## src/rtl/shift_reg_n.sv

```systemverilog
// shift_reg_n: WIDTH-bit shift register with hold/shift/load modes and counted burst shifts.
// Ports: clk, reset (sync, active-high); mode, d, si, start, count in; q, qbar, so, busy, done out.
// Optional macro SHIFT_REG_N_ROTATE_EN: shifts rotate and si is ignored.
module shift_reg_n #(
  parameter int WIDTH = 8,
  parameter logic [WIDTH-1:0] RESET_VAL = '0,
  localparam int CW = $clog2(WIDTH) + 1
) (
  input  logic             clk,
  input  logic             reset,
  input  logic [1:0]       mode,
  input  logic [WIDTH-1:0] d,
  input  logic             si,
  input  logic             start,
  input  logic [CW-1:0]    count,
  output logic [WIDTH-1:0] q,
  output logic [WIDTH-1:0] qbar,
  output logic             so,
  output logic             busy,
  output logic             done
);

  typedef enum logic {
    S_IDLE,
    S_SHIFT
  } state_t;

  state_t           r_state;
  logic             r_dir;
  logic [CW-1:0]    r_rem;
  logic [WIDTH-1:0] r_q;
  logic             r_so;
  logic             r_busy;
  logic             r_done;

  logic             w_rin;
  logic             w_lin;
  logic [WIDTH-1:0] w_shr;
  logic [WIDTH-1:0] w_shl;
  logic             w_is_shift;
  logic             w_left;
  logic             w_dir;
  logic [WIDTH-1:0] w_sh_q;
  logic             w_sh_so;

`ifdef SHIFT_REG_N_ROTATE_EN
  assign w_rin = r_q[0];
  assign w_lin = r_q[WIDTH-1];
`else
  assign w_rin = si;
  assign w_lin = si;
`endif

  assign w_shr      = {w_rin, r_q[WIDTH-1:1]};
  assign w_shl      = {r_q[WIDTH-2:0], w_lin};
  assign w_is_shift = (mode == 2'b01) || (mode == 2'b10);
  assign w_left     = (mode == 2'b10);

  // Inside a burst the latched direction wins over mode.
  always_comb begin
    w_dir   = (r_state == S_SHIFT) ? r_dir : w_left;
    w_sh_q  = w_dir ? w_shl : w_shr;
    w_sh_so = w_dir ? r_q[WIDTH-1] : r_q[0];
  end

  always_ff @(posedge clk) begin
    if (reset) begin
      r_state <= S_IDLE;
      r_dir   <= 1'b0;
      r_rem   <= '0;
      r_q     <= RESET_VAL;
      r_so    <= 1'b0;
      r_busy  <= 1'b0;
      r_done  <= 1'b0;
    end else begin
      r_done <= 1'b0;
      unique case (r_state)
        S_IDLE: begin
          if (start && w_is_shift) begin
            if (count == '0) begin
              r_done <= 1'b1;
            end else begin
              r_q   <= w_sh_q;
              r_so  <= w_sh_so;
              r_dir <= w_left;
              r_rem <= count - 1'b1;
              if (count == CW'(1)) begin
                r_done <= 1'b1;
              end else begin
                r_state <= S_SHIFT;
                r_busy  <= 1'b1;
              end
            end
          end else begin
            unique case (mode)
              2'b00: ;
              2'b01: begin
                r_q  <= w_shr;
                r_so <= r_q[0];
              end
              2'b10: begin
                r_q  <= w_shl;
                r_so <= r_q[WIDTH-1];
              end
              2'b11: r_q <= d;
            endcase
          end
        end
        S_SHIFT: begin
          r_q   <= w_sh_q;
          r_so  <= w_sh_so;
          r_rem <= r_rem - 1'b1;
          // remaining==1 means this edge does the last shift.
          if (r_rem == CW'(1)) begin
            r_state <= S_IDLE;
            r_busy  <= 1'b0;
            r_done  <= 1'b1;
          end
        end
      endcase
    end
  end

  assign q    = r_q;
  assign qbar = ~r_q;
  assign so   = r_so;
  assign busy = r_busy;
  assign done = r_done;

endmodule

```

## config.mk

```make
export PLATFORM = sky130hd
export DESIGN_NAME = shift_reg_n
export DESIGN_NICKNAME = d
export VERILOG_FILES = /design/src/rtl/shift_reg_n.sv
export SDC_FILE = /design/constraint.sdc
export NUM_CORES = 1
export LEC_CHECK = 0
export BUFFER_PORTS_ARGS = -buffer_cell sky130_fd_sc_hd__buf_2
export CORE_MARGIN = 2
export CORE_UTILIZATION = 54
export DETAILED_ROUTE_END_ITERATION = 10
export PLACE_DENSITY = 0.83
export SYNTH_ARGS = -nofsm -noshare
export SYNTH_HDL_FRONTEND = slang
export SYNTH_SLANG_ARGS = --single-unit
```

## constraint.sdc

```tcl
create_clock -name clk -period 2.3 [get_ports clk]
set_clock_uncertainty 0.1 [all_clocks]
set_input_delay 0.115 -clock clk [delete_from_list [all_inputs] [get_ports clk]]
set_output_delay 0.115 -clock clk [all_outputs]
set_load 0.03 [all_outputs]
```

==> metrics, run 1 <==
Top Family by Delay on Critical Path=compound AO/OA/AOI/OAI gates; power density cells=608 nW/um^2; vias in the first global route=1103; cells along the critical path=nor2_1 -> a21oi_4 -> o21ai_0 -> a41oi_1; TritonRoute pass-1 iters=4; TritonCTS clock tree=built; Post-synth top cells=inv_1, dfxtp_1, nand2_1, a21oi_1; # IOs=37; max cap viols=0; Layout Nets=215; headroom to the max-slew limit=61.1%; cells after synthesis=152; DRC violations left=0; final max-slew violation count=0; Detailed Place HPWL=2300 um; clock tree buffer depth=2; PortBufs=36; R2R Path Start=r_state; count of different cell masters after synthesis=41; largest net degree at the start of global routing=18; Power, Total=877 uW; Achievable Freq=0.531 GHz; Critical Path Sink Type=register; RR Endpoint=q[3]; register area share after synthesis=28.0%; Setup crit start kind=register; Synth area leaders=dfxtp_1, ha_1, inv_1; reg2reg setup slack=0.42 ns; # setup viols final=0; maximum vdd ir drop=0.474 mV; share of cells above drive strength 1=26.5%; Die X=51.5 um; slowest cell delay on critical path=0.70 ns; Final period util=81.8%; Synth Register Bits=17; per-cell routed wire length=13.9 um; Via Count=1242; grt ovf=0; Hold Path Depth=3; Ant. Diodes=0; # rows=17; P_leak=0.000607 uW; Yosys warnings=0; Max FO, Critical Path=17; Detailed Route WL=3010 um; area delta synth->final=18.7%; Bufs and invs on worst path=0; share of the synthesized area in the top cell type=28.0%; CTS root buf=clkbuf_4; Setup crit end=q[3]; unrepaired setup endpoints after global routing=no; CP max stage cell=dfxtp_1; Chip Height=51.5 um; register area=340 sq um; Initial Util=56.1%; Num CTS Buffers=3; synthesized area per cell=8.00 sq um; Post-synth EDFFs=0; Yosys top cell by area=dfxtp_1; H-tree depth=1; first-pass GRT wire length=5000 um; Netlist Area Pre-Place=1220 sq um; final setup TNS=0 ns; Worst EP arrival=1.99 ns; vias per cell=5.72; Hold Vio Cnt, Final=0; Final min period=1.88 ns; RD Place Congestion=0.881; Antenna Nets Post-Route=0; most frequent cell after synthesis=inv_1; GRT Overall Usage=25.1%; full die area=2650 sq um; CTS sink cnt=17; Detailed Route Iter0 Violations=51; CP Data Required Time=2.41 ns; fill cell count=200; Skew-Pair Late Insertion Delay=0.29 ns; Worst path depth=4; Hold Path Class=primary input to register; area of the multi-input gates=766 sq um; CTS clk-pin slew, worst paths=0.10 ns; antenna violations before repair=0; R2R depth=4; net count after synthesis=177; status=finished, final reports clean; Worst Setup SP=r_state; worst-margin pin slew=0.582 ns; core area=2170 sq um; WS Path Type=register to register; predominant post-synthesis flop cell=dfxtp_1; asr flop ratio synth=0%
state kept, by name, indices dropped and copies added, names as in the netlist:
register  cells
r_dir         1
busy          1
r_rem         4
r_state       1
done          1
so            1
q             8
stage by stage:
step	cells	area (sq um)	utilization (%)	hold slack, ns	worst slack (ns)
after floorplan	152	1220	-	0.199	0.750
after global placement	211	1400	64.4	0.298	0.534
after detailed placement	211	1400	64.4	0.310	0.474
after CTS	216	1430	66.1	0.0111	0.445
after global routing	217	1440	66.6	0.0114	0.295
final	217	1440	66.6	0.0138	0.418
tightest hold or removal path: stages:
cell and delay (ns):
buf_2 0.09, nand2_1 0.06, a41oi_2 0.10
cells by family (layout without fill, tap and decap cells):
group / Yosys count / count (layout) / share of synthesized area (%)
adder cells (fa/ha/maj): 7 / 7 / 7.20
flip-flops: 17 / 17 / 28.0
XOR/XNOR: 2 / 2 / 1.44
buffers and inverters: 24 / 61 / 9.05
multiplexers: 3 / 3 / 2.57
AND/OR/NAND/NOR: 48 / 48 / 21.6
AO/OA/AOI/OAI: 51 / 51 / 30.1
cells in the final DEF (no fill, tap or decap), types with 2 or more instances in the layout:
master and instances:
dfxtp_1 17, mux2i_1 2, a21oi_1 10, o21ai_1 8, xor2_1 2, ha_1 7
o2111ai_1 3, nand2_1 12, buf_2 36, nand3_1 8, a32oi_1 2, a41oi_1 5
nor2_1 9, o21ai_0 9, clkbuf_4 3, inv_1 18, a211oi_1 2, dlygate4sd3_1 2
nor3b_1 3, a41oi_2 2, nor2b_1 3, a211o_1 3, nand2b_1 3, nor3_1 3
layer usage:
| layer | routed length [um] | share of wire, % | track usage (%) | vias up |
|---|---|---|---|---|
| met4 | 57 | 1.9 | 9.21 | 0 |
| li1 | - | - | - | 622 |
| met1 | 1400 | 46 | 35.3 | 559 |
| met3 | 194 | 6.4 | 4.39 | 9 |
| met2 | 1360 | 45 | 38.0 | 52 |
| met5 | 0 | 0 | 0 | - |
power by group:
group / leakage (uW) / internal (uW) / switching, uW
clock network: 0.0000177 / 64.8 / 95.2
registers: 0.000140 / 329 / 44.1
logic: 0.000449 / 124 / 221
worst min-delay path by stage:
stage,slack [ns],end,startpoint
2_1_floorplan,0.20,q[1],d[1]
3_3_place_gp,0.30,r_state,reset
3_5_place_dp,0.31,done,reset
4_1_cts,0.01,q[7],d[7]
5_1_grt,0.01,q[7],d[7]
6_report,0.01,q[7],d[7]
cell type report:
class                           count  share of cell area (%)
Multi-Input combinational cell    111                    53.0
Sequential cell                    17                    23.6
Timing Repair Buffer               39                    14.4
Inverter                           18                    4.68
Tap cell                           28                    2.43
Clock buffer                        3                    1.56
Clock inverter                      1                   0.347
timing repair:
action | in CTS | in global routing
buffers inserted | 0 | 0
endpoints found under the hold margin | 3 | 1
hold buffers | 1 | 1
gates resized for setup | 0 | 0
Power figures use the tool's default switching activity.
==> run 2: changes to the inputs <==
Settings changed: CORE_UTILIZATION 54 to 46, PLACE_DENSITY 0.83 to 0.76.
Clock period 2.3 ns to 1.7 ns, I/O delays scaled along.
==> metrics, run 2 (synthesis results as in run 1) <==
Final period util=95.0% (was 81.8%); Max FO, Critical Path=8 (was 17); largest net degree at the start of global routing=17 (was 18); CTS root buf=clkbuf_4 (unchanged); power density cells=806 nW/um^2 (was 608 nW/um^2); grt ovf=0 (unchanged); clock share of power=18.8% (was 18.2%); WS Path Type=register to register (unchanged); PortBufs=36 (unchanged); Detailed Route Iter0 Violations=61 (was 51); share of cells above drive strength 1=29.4% (was 26.5%); TritonRoute pass-1 iters=4 (unchanged); Detailed Route WL=3520 um (was 3010 um); Critical Path Sink Type=register (unchanged); Final WS setup=0.0852 ns (was 0.418 ns); Met2 Wirelength=1670 um (was 1360 um); Initial Util=48.6% (was 56.1%); placed cell areas=1460 sq um (was 1400 sq um); per-cell routed wire length=15.2 um (was 13.9 um); switch share=41.6% (was 41.1%); Via Count=1356 (was 1242); Final min period=1.61 ns (was 1.88 ns); Int Pwr=736 uW (was 517 uW); Layout Nets=227 (was 215); # rows=18 (was 17); Reg power frac=39.4% (was 42.5%); Hold Worst Slack=0.00567 ns (was 0.0138 ns); area delta synth->final=28.6% (was 18.7%); Ant. Diodes=0 (unchanged); unrepaired setup endpoints after global routing=no (unchanged); most common cell after layout, fill and taps aside=buf_2 (unchanged); CTS sink cnt=17 (unchanged); core area=2500 sq um (was 2170 sq um); clock tree buffer depth=2 (unchanged); CTS clk-pin slew, worst paths=0.12 ns (was 0.10 ns); status=finished, final reports clean (unchanged); DRC violations left=0 (unchanged); final max-slew violation count=0 (unchanged); GRT Overall Usage=22.2% (was 25.1%); Worst EP arrival=1.75 ns (was 1.99 ns); Setup crit start kind=register (unchanged); P_leak=0.000669 uW (was 0.000607 uW); maximum vdd ir drop=0.473 mV (was 0.474 mV); vias in the first global route=1252 (was 1103); Num CTS Buffers=3 (unchanged); metal1 wirelength=1510 um (was 1400 um); final instance area=1560 sq um (was 1440 sq um); first-pass GRT wire length=5610 um (was 5000 um); headroom to the max-slew limit=75.0% (was 61.1%); max FFs per register=8 (unchanged); Antenna Nets Post-Route=0 (unchanged); Chip Height=55.4 um (was 51.5 um); Sw Pwr=525 uW (was 360 uW); vias per cell=5.87 (was 5.72); # setup viols final=0 (unchanged); Die X=55.4 um (was 51.5 um); Skew-Pair Late Insertion Delay=0.30 ns (was 0.29 ns); Detailed Place HPWL=2530 um (was 2300 um); H-tree depth=1 (unchanged); Hold Vio Cnt, Final=0 (unchanged); top routing layer in use=met4 (unchanged); TritonCTS clock tree=built (unchanged); antenna violations before repair=0 (unchanged); post-CTS setup buffers=0 (unchanged); most frequent cells in the layout=buf_2, inv_1, dfxtp_1 (unchanged); logic gate share of total power=41.8% (was 39.3%); CP Data Required Time=1.84 ns (was 2.41 ns); Achievable Freq=0.619 GHz (was 0.531 GHz); # IOs=37 (unchanged); worst-margin pin slew=0.374 ns (was 0.582 ns); WL met3=257 um (was 194 um); RD Place Congestion=0.885 (was 0.881); max cap viols=0 (unchanged); DP Worst Slack=-0.0383 ns (was 0.474 ns); full die area=3070 sq um (was 2650 sq um); Hold Path Class=primary input to register (unchanged)
## run 2: power groups by stage
stage                     Combinational, uW  Sequential [uW]  Clock (uW)
after floorplan                         293              551           0
after global placement                  493              501           0
after detailed placement                506              503           0
after CTS                               522              493         234
after global routing                    570              502         249
final                                   527              497         237
## run 2: through the flow
stage                     power (uW)  TNS, ns  std cells  util, %
after global routing            1320        0        231     62.6
after global placement           994        0        220     58.6
after CTS                       1250        0        231     62.5
after floorplan                  844        0        152        -
final                           1260        0        231     62.6
after detailed placement        1010   -0.162        220     58.6
## run 2: worst paths after layout
path	from	to	slack, ns	depth (start not counted)
setup / recovery	r_state	q[5]	0.09	5
hold / removal	si	q[7]	0.006	3
setup reg to reg	r_state	q[5]	0.09	5
hold reg to reg	busy	busy	0.35	2
## run 2: repair_timing
item	4_1_cts	5_1_grt
gates resized for setup	0	2
hold endpoints to repair	13	0
endpoints found under the setup margin	0	8
hold buffers	7	0
## run 2: per-layer routing
metal | track usage (%) | up-vias
met5 | 0 | -
met3 | 4.22 | 11
met4 | 10.1 | 0
met1 | 29.6 | 637
met2 | 34.5 | 58
li1 | - | 650
## run 2: final cells by class
class	instances	area, sq um
flip-flops and latches	17	342
clock buffers	3	22.5
inverters	18	67.6
fillers	234	936
repair buffers	51	323
well taps	30	37.5
multi-input cells	111	767
clock inverters	1	5.00
## run 2: worst max-delay path: stages (launching register included)
cell	delay (ns)
dfxtp_2	0.39
buf_4	0.16
nor2b_1	0.21
a21boi_2	0.34
o21ai_1	0.13
a41oi_1	0.21
==> run 3: changes to the inputs <==
Settings changed: ABC_AREA from default to 1, CORE_UTILIZATION 46 to 48.
==> metrics, run 3 <==
# rows=20 (was 18); status=finished, final reports clean (unchanged); PortBufs=36 (unchanged); Final period util=82.0% (was 95.0%); final max-slew violation count=0 (unchanged); largest net degree at the start of global routing=19 (was 17); final setup TNS=0 ns (unchanged); share of the synthesized area in the top cell type=22.0% (was 28.0%); CTS root buf=clkbuf_4 (unchanged); Critical Path Sink Type=register (unchanged); fill cell count=326 (was 234); core area=3050 sq um (was 2500 sq um); power density cells=810 nW/um^2 (was 806 nW/um^2); Yosys warnings=0 (unchanged); met1 Resource Use GR=33.2% (was 29.6%); Final min period=1.39 ns (was 1.61 ns); count of different cell masters after synthesis=24 (was 41); Post-synth EDFFs=0 (unchanged); Chip Height=60.7 um (was 55.4 um); Num CTS Buffers=3 (unchanged); grt ovf=0 (unchanged); # setup viols final=0 (unchanged); Hold Worst Slack=0.0923 ns (was 0.00567 ns); most common cell after layout, fill and taps aside=nand2_1 (was buf_2); Synth area leaders=dfxtp_1, nand2_1, nor2_1 (was dfxtp_1, ha_1, inv_1); vias in the first global route=1444 (was 1252); worst-margin pin slew=0.347 ns (was 0.374 ns); Setup crit start kind=register (unchanged); Yosys top cell by area=dfxtp_1 (unchanged); predominant post-synthesis flop cell=dfxtp_1 (unchanged); Layout Nets=325 (was 227); area delta synth->final=16.0% (was 28.6%); Skew-Pair Late Insertion Delay=0.30 ns (about the same); cells after synthesis=259 (was 152); asr flop ratio synth=0% (unchanged); post-CTS setup buffers=0 (unchanged); H-tree depth=1 (unchanged); GR Util met2=33.3% (was 34.5%); unrepaired setup endpoints after global routing=no (unchanged); full die area=3690 sq um (was 3070 sq um); cts repair resizes=0 (unchanged); # hold bufs at CTS=1 (was 7); Post-synth top cells=nand2_1, nor2_1, inv_1, nand3_1, dfxtp_1 (was inv_1, dfxtp_1, nand2_1, a21oi_1); P_leak=0.000976 uW (was 0.000669 uW); Detailed Route WL=3730 um (was 3520 um); RD Place Congestion=0.842 (was 0.885); vias per cell=4.79 (was 5.87); Max FO, Critical Path=4 (was 8); register area share after synthesis=22.0% (was 28.0%); first-pass GRT wire length=6390 um (was 5610 um); per-cell routed wire length=10.9 um (was 15.2 um); CTS sink cnt=17 (unchanged); WS Path Type=register to register (unchanged); final instance area=1790 sq um (was 1560 sq um); clock tree buffer depth=2 (unchanged); Achievable Freq=0.717 GHz (was 0.619 GHz); most frequent cells in the layout=nand2_1, nor2_1, inv_1 (was buf_2, inv_1, dfxtp_1); maximum vdd ir drop=0.437 mV (was 0.473 mV); most frequent cell after synthesis=nand2_1 (was inv_1); Via Count=1644 (was 1356); CP Data Required Time=1.80 ns (was 1.84 ns); gr busiest metal=met2 (unchanged); Ant. Diodes=0 (unchanged); headroom to the max-slew limit=76.8% (was 75.0%); TritonCTS clock tree=built (unchanged); # IOs=37 (unchanged); CTS clk-pin slew, worst paths=0.11 ns (was 0.12 ns); DRC violations left=0 (unchanged); final std cells w/o fill=343 (was 231); Detailed Place HPWL=2810 um (was 2530 um); Worst EP arrival=1.50 ns (was 1.75 ns); TritonRoute pass-1 iters=4 (unchanged); Die X=60.7 um (was 55.4 um); Hold Path Class=primary input to register (unchanged); antenna violations before repair=0 (unchanged); Synth Register Bits=17 (unchanged); Antenna Nets Post-Route=0 (unchanged); synthesized area per cell=5.96 sq um (was 8.00 sq um); max FFs per register=8 (unchanged); net count after synthesis=284 (was 177); Detailed Route Iter0 Violations=118 (was 61); placed cell count=338 (was 220); max cap viols=0 (unchanged); Netlist Area Pre-Place=1540 sq um (was 1220 sq um); Initial Util=50.6% (was 48.6%); met3 GRT Util=5.12% (was 4.22%); GRT Overall Usage=22.6% (was 22.2%); share of cells above drive strength 1=23.4% (was 29.4%); Hold Vio Cnt, Final=0 (unchanged); placed cell areas=1750 sq um (was 1460 sq um)
## run 3: cell types whose count changed after synthesis, sizes merged, moves of 4 or more
cell / previous run / this run
o21ai: 18 / 11
nor2: 9 / 48
nand2: 12 / 84
nor3b: 4 / 0
nand3: 8 / 26
inv: 18 / 43
a41oi: 7 / 0
## run 3: worst max-delay path: stages (launching register included)
cell and delay (ns):
dfxtp_1 0.40, inv_1 0.10, ha_1 0.22, xnor2_1 0.19
o21ai_0 0.10, nor2_1 0.13, nor2_1 0.06
## run 3: final cells by class
| cell class | instances | area (sq um) | share of cell area, % |
|---|---|---|---|
| flip-flops and latches | 17 | 340 | 19.0 |
| repair buffers | 42 | 228 | 12.7 |
| clock inverters | 1 | 5.00 | 0.280 |
| multi-input cells | 193 | 976 | 54.5 |
| well taps | 44 | 55.1 | 3.07 |
| inverters | 43 | 164 | 9.15 |
| clock buffers | 3 | 22.5 | 1.26 |
## run 3: worst paths after layout
kind            start  endpoint  slack, ns  cells after the start
min                si      q[7]       0.09                      5
max reg2reg  r_rem[0]  r_rem[2]       0.31                      6
max          r_rem[0]  r_rem[2]       0.31                      6
min reg2reg      busy      busy       0.37                      2
## run 3: per-layer routing
layer	up-vias	share of wire, %
li1	873	-
met1	702	50
met2	63	42
met3	6	6.9
met4	0	1.0
met5	-	0
## run 3: report_power, final
| part | internal (uW) | total [uW] | switching (uW) | leakage, uW |
|---|---|---|---|---|
| sequential | 452 | 510 | 57.3 | 0.000141 |
| combinational | 233 | 710 | 477 | 0.000818 |
| clock | 87.7 | 231 | 143 | 0.0000177 |
| total | 773 | 1450 | 677 | 0.000976 |
## run 3: through the flow
stage	total power [uW]	setup slack (ns)	util (%)
floorplan	1060	0.364	-
global placement	1220	0.269	57.4
detailed placement	1220	0.219	57.4
CTS	1450	0.343	58.6
global route	1570	0.204	58.6
finish	1450	0.306	58.6
## run 3: cell families after synthesis
kind of cell | Yosys count | synth area share (%)
fa+ha+maj | 7 | 5.67
simple gates | 160 | 47.4
buf+inv | 49 | 14.7
compound gates | 25 | 9.56
xor+xnor | 1 | 0.567
flops | 17 | 22.0
